File: config.mk
export PLATFORM = sky130hd
export DESIGN_NAME = imem_loader
export DESIGN_NICKNAME = d
export VERILOG_FILES = /design/src/rtl/cpu_pkg.sv /design/src/rtl/imem_array.sv /design/src/rtl/imem_loader.sv
export SDC_FILE = /design/constraint.sdc
export NUM_CORES = 1
export LEC_CHECK = 0
export CAP_MARGIN = 5
export CORE_UTILIZATION = 26
export DETAILED_ROUTE_END_ITERATION = 8
export PLACE_DENSITY = 0.36
export SYNTH_ARGS = -nofsm -noshare
export SYNTH_HDL_FRONTEND = slang
export SYNTH_SLANG_ARGS = --single-unit
File: constraint.sdc
create_clock -name clk -period 3.3 [get_ports clk]
set_clock_uncertainty 0.1 [all_clocks]
set_input_delay 0.33 -clock clk [delete_from_list [all_inputs] [get_ports clk]]
set_output_delay 0.33 -clock clk [all_outputs]
set_load 0.005 [all_outputs]
File: src/rtl/cpu_pkg.sv
// Shared CPU definitions: instruction word geometry and the instruction-memory
// loader state encoding.
package cpu_pkg;

    localparam int WORD_W = 20;
    localparam int PTR_W  = 5;
    localparam int DEPTH  = 32;

    // Instruction field offsets: opcode[4:0], addrA[9:5], addrB[14:10], addrW[19:15].
    localparam int OP_LSB = 0;
    localparam int A_LSB  = 5;
    localparam int B_LSB  = 10;
    localparam int W_LSB  = 15;

    typedef logic [WORD_W-1:0] instr_t;

    typedef enum logic [1:0] {
        IDLE,
        LOAD,
        DONE
    } loaderState_t;

endpackage

File: src/rtl/imem_array.sv
// DEPTH x WORD_W instruction storage: one synchronous write port, a synchronous
// clear of every word, and an asynchronous read port.
module imem_array
    import cpu_pkg::*;
(
    input  logic              clk,
    input  logic              clearAll,
    input  logic              wrEn,
    input  logic [PTR_W-1:0]  wrAddr,
    input  logic [WORD_W-1:0] wrData,
    input  logic [PTR_W-1:0]  rdAddr,
    output logic [WORD_W-1:0] rdData
);

    instr_t mem [DEPTH];

    // NOTE: the storage is reset on purpose: unwritten locations must read 0
    // after every load, so the clear is part of the function, not just init.
    always_ff @(posedge clk) begin
        if (clearAll) begin
            for (int i = 0; i < DEPTH; i++) begin
                mem[i] <= '0;
            end
        end else if (wrEn) begin
            mem[wrAddr] <= wrData;
        end
    end

    assign rdData = mem[rdAddr];

endmodule

File: src/rtl/imem_loader.sv
// Writer side of the instruction memory: streams a program in over valid/ready,
// stores it from address 0, and holds the core off while the load runs.
module imem_loader
    import cpu_pkg::*;
(
    input  logic              clk,
    input  logic              rst,
    input  logic              start,
    input  logic              in_valid,
    output logic              in_ready,
    input  logic [WORD_W-1:0] in_data,
    input  logic              in_last,
    input  logic [WORD_W-1:0] fetch_idx,
    output logic [WORD_W-1:0] fetch_instr,
    output logic [PTR_W:0]    load_count,
    output logic              busy,
    output logic              done,
    output logic              trunc_err
);

    loaderState_t     state;
    logic [PTR_W-1:0] wrPtr;
    logic             transfer;
    logic             beginLoad;
    logic             lastSlot;
    logic             clearAll;
    logic [WORD_W-1:0] rdData;
    logic             unusedFetchHi;

    assign transfer  = in_valid & in_ready;
    assign beginLoad = start && (state == IDLE || state == DONE);
    assign lastSlot  = (wrPtr == PTR_W'(DEPTH - 1));
    assign clearAll  = rst || beginLoad;

    // Indices wrap modulo DEPTH; the upper index bits carry no meaning here.
    assign unusedFetchHi = ^fetch_idx[WORD_W-1:PTR_W];

    // NOTE: state and registered outputs use non-blocking assignments so every
    // register samples pre-edge values, independent of statement order.
    always_ff @(posedge clk) begin
        if (rst) begin
            state      <= IDLE;
            wrPtr      <= '0;
            load_count <= '0;
            in_ready   <= 1'b0;
            busy       <= 1'b0;
            done       <= 1'b0;
            trunc_err  <= 1'b0;
        end else begin
            case (state)
                IDLE, DONE: begin
                    if (start) begin
                        state      <= LOAD;
                        wrPtr      <= '0;
                        load_count <= '0;
                        trunc_err  <= 1'b0;
                        in_ready   <= 1'b1;
                        busy       <= 1'b1;
                        done       <= 1'b0;
                    end
                end
                LOAD: begin
                    if (transfer) begin
                        wrPtr      <= wrPtr + 1'b1;
                        load_count <= load_count + 1'b1;
                        // The final slot ends the load even without in_last.
                        if (in_last || lastSlot) begin
                            state     <= DONE;
                            in_ready  <= 1'b0;
                            busy      <= 1'b0;
                            done      <= 1'b1;
                            trunc_err <= lastSlot && !in_last;
                        end
                    end
                end
                default: begin
                    state    <= IDLE;
                    in_ready <= 1'b0;
                    busy     <= 1'b0;
                    done     <= 1'b0;
                end
            endcase
        end
    end

    imem_array u_imem_array (
        .clk      (clk),
        .clearAll (clearAll),
        .wrEn     (transfer),
        .wrAddr   (wrPtr),
        .wrData   (in_data),
        .rdAddr   (fetch_idx[PTR_W-1:0]),
        .rdData   (rdData)
    );

    // The fetch stage sees opcode 0 while the program is being replaced.
    assign fetch_instr = busy ? '0 : rdData;

endmodule

==> results by group <==
Synth
  – Mux share of post-synthesis cell area: 0.137
  – Seq/Total Area, Yosys: 0.641
  – Largest cells by area after synthesis: edfxtp_1, and2_1, mux4_2
  – Largest family of logic cells by synthesized area: simple AND/OR/NAND/NOR gates
  – Xor and xnor area share after synthesis: 0.00115
  – Cell Area, Synth: 30500 µm²
  – Syn Nets: 2033
  – Cell count after synthesis: 1982
  – Leading area contributor after synthesis: edfxtp_1
  – Synth Area in Compound Gates: 0.0334
  – Syn Area/Cell: 15.4 µm²
  – Ys Warns: 0
  – Number of synthesized flops with an enable pin: 640
  – Yosys top cell area share: 0.631
  – Ys flop type: edfxtp_1
  – Yosys cell types: 50
  – Post-synth ARST share: 0
  – Synth Area in Adders: 0.00247
  – Synth Register Bits: between 600 and 700
  – Area share of and/or/nand/nor cells after synthesis: 0.148

Job
  – Max cap viols: 0

Route
  – ANT nets after route: 0
  – Drt drc: 0
  – Total wire length: 101000 µm
  – Wirelength per Cell: approximately 27 µm
  – Routed via count: 17300
  – Pre-Repair DR Iteration Count: 5
  – Initial DRC Count: approximately 1300
  – Vias/cell: roughly 4.7

Clock tree
  – CTS sink count: 655
  – CTS tree: yes
  – CTS Buf Count: 81
  – Clock Path Buffers: 3
  – H-tree levels: 3
  – Clock latency on the worst-skew pair: 0.63 ns
  – CTS root buffer: clkbuf_16
  – Setup Buffers After CTS: 0
  – CTS Hold Bufs: 0
  – Clk slew on worst S/H paths: 0.05 ns

Setup path
  – Required @ worst endpoint: 2.87 ns
  – CP bufs+invs: 2
  – Crit-path max cell delay: 0.55 ns
  – CP Max Fanout: 1
  – Critical path endpoint category: primary output
  – Startpoint types: flop
  – Crit Path Class: flop to primary output
  – Delay-heaviest family, CP: multiplexers
  – Slowest CP cell: mux4_2
  – Critical Path AT: 2.76 ns
  – Worst-path cell chain: mux4_2 -> mux2i_1 -> a221o_1 -> a31oi_1 -> buf_4 -> clkdlybuf4s50_1

Cells and area
  – Nets@finish: 2160
  – Layout cell share with drive strength beyond 1: 0.208
  – Area Overhead vs Synth: 19.0%
  – Fin cells: 3703

Place
  – Final HPWL DP: 60700 µm
  – PortBufs: 59
  – Placed cells: 3550
  – Routability Congestion: 0.728

Power
  – Worst vdd ir: 0.000361 V
  – Final Total Pwr: approximately 0.020 W
  – Power Density: between 500 and 600 nW/µm²
  – Leak: around 14 nW

STA
  – Endpoints failing setup: 0
  – Min Clock Period, post-route: 3.19 ns
  – Final hold viol count: 0
  – RSZ-0062 raised after global routing: false
  – Max-slew headroom at the worst pin: 0.207
  – Least-Margin Pin Slew: 1.19 ns
  – Peak Freq: around 310 MHz
  – Final setup TNS: 0 ns
  – Period utilization: 0.967
  – Max Slew Vio Count: 0

Global routing
  – First-pass GRT wire length: 141000 µm
  – Total gr overflow: 0
  – Largest net degree at the start of global routing: 33
  – Vias in the first global route: about 18000
  – Initial antenna violation count: 7
  – All-Layer GR Usage: 0.173

Die
  – Cell row count: 125
  – Die Wd: 344 µm
  – Core ar.: 116000 µm²
  – Effective utilization at floorplan: 0.262
  – DIE AREA: between 100000 and 150000 µm²
  – Die Y: 344 µm
  – Num ports: 75

Min path
  – HP Class: input port to flop

Run status
  – Outcome: finished clean
## Yosys cell counts (3+ instances only)
cell type / instances
and2_1: 642
edfxtp_1: 640
clkbuf_1: 125
mux4_2: 81
mux2i_1: 80
mux4_1: 59
o21ai_0: 50
nor2_1: 46
clkbuf_2: 23
buf_6: 22
a221o_1: 20
a22oi_1: 20
a31oi_1: 20
nand2_1: 19
buf_2: 18
a221oi_1: 15
dfxtp_1: 15
a21oi_1: 10
buf_4: 6
ha_1: 6
nand3_1: 6
o2111ai_1: 6
nor2_2: 5
clkbuf_8: 4
inv_1: 4
nor2b_1: 4
nand3b_1: 3
## metrics by stage
| stage | hold WS [ns] | cell area [µm²] | utilization | setup slack (ns) |
|---|---|---|---|---|
| floorplan | 0.362 | 30500 | - | 0.163 |
| global placement | 0.380 | 33700 | 0.290 | -0.347 |
| detailed placement | 0.374 | 33700 | 0.290 | -0.370 |
| CTS | 0.291 | 36200 | 0.312 | -0.00710 |
| global route | 0.359 | 36200 | 0.312 | 0.00360 |
| finish | 0.333 | 36300 | 0.312 | 0.108 |
## report_power, final
part	switching [W]	internal (W)	total [W]
Sequential	0.000111	0.00959	0.00970
Clock	0.00353	0.00480	0.00833
Combinational	0.00113	0.000697	0.00182
Total	0.00477	0.0151	0.0199
## placed cells by master (no fill, tap or decap), types with 3 or more instances in the layout
cell             synthesis  final
and2_1                 642    641
edfxtp_1               640    640
buf_4                    6    166
mux4_2                  81     88
clkbuf_16                0     86
mux2i_1                 80     72
mux4_1                  59     52
clkdlybuf4s50_1          0     51
nor2_1                  46     43
o21ai_2                  0     32
clkinv_1                 0     22
buf_12                   2     22
a221o_1                 20     19
nand2_1                 19     19
clkinv_2                 0     19
a22oi_1                 20     18
clkbuf_1               125     17
a31oi_1                 20     16
o21ai_0                 50     16
a221oi_1                15     15
dfxtp_1                 15     15
a21oi_1                 10     10
diode_2                  0      6
nor2_2                   5      6
o2111ai_1                6      6
nand3_1                  6      6
ha_1                     6      6
mux2i_2                  0      5
inv_1                    4      4
o21ai_1                  2      4
nor2b_1                  4      3
mux2i_4                  0      3
nand3b_1                 3      3
dlygate4sd2_1            0      3
## metal layers
| layer | vias to the layer above | share of wire | GRT usage |
|---|---|---|---|
| met4 | 0 | 0.020 | 0.0409 |
| met1 | 9098 | 0.44 | 0.235 |
| met2 | 426 | 0.48 | 0.285 |
| met5 | - | 0 | 0 |
| li1 | 7643 | - | - |
| met3 | 110 | 0.055 | 0.0304 |
## path summary, 6_finish.rpt
path | start | end | slack (ns) | cells past startpoint
hold / removal | start | state[0] | 0.33 | 3
setup reg to reg | wrPtr[3] | u_imem_array.mem[24][3] | 0.54 | 3
setup / recovery | u_imem_array.mem[15][3] | fetch_instr[3] | 0.11 | 6
hold reg to reg | trunc_err | trunc_err | 0.38 | 2
## what timing repair did
item                                   in CTS  in global routing
pin swaps                                   5                  4
setup endpoints to repair                  20                  8
resized for setup                          23                 14
endpoints found under the hold margin       0                  0
## final cells by class
cell class / instances / area (µm²)
Tap cell: 1524 / 1910
Timing Repair Buffer: 246 / 2280
Fill cell: 11400 / 80000
Sequential cell: 655 / 19500
Antenna cell: 6 / 15.0
Clock buffer: 103 / 2220
Inverter: 5 / 18.8
Multi-Input combinational cell: 1120 / 10100
Clock inverter: 44 / 231
## flip-flops by register name, summed over array words and instances (netlist names)
| register | cells |
|---|---|
| busy | 1 |
| load_count | 6 |
| state | 2 |
| trunc_err | 1 |
| u_imem_array.mem | 640 |
| wrPtr | 5 |
## cell families after synthesis
logic type      Yosys count
buf+inv                 207
fa+ha+maj                 6
xor+xnor                  4
mux                     221
compound gates          149
flops                   655
simple gates            740
## worst register-to-register path: cells and delay by family (launching register included)
kind             cells  cell delay, ns
DFF                  1            0.73
and+or+nand+nor      3            1.79
No activity file was read; power rests on OpenSTA's default activity.
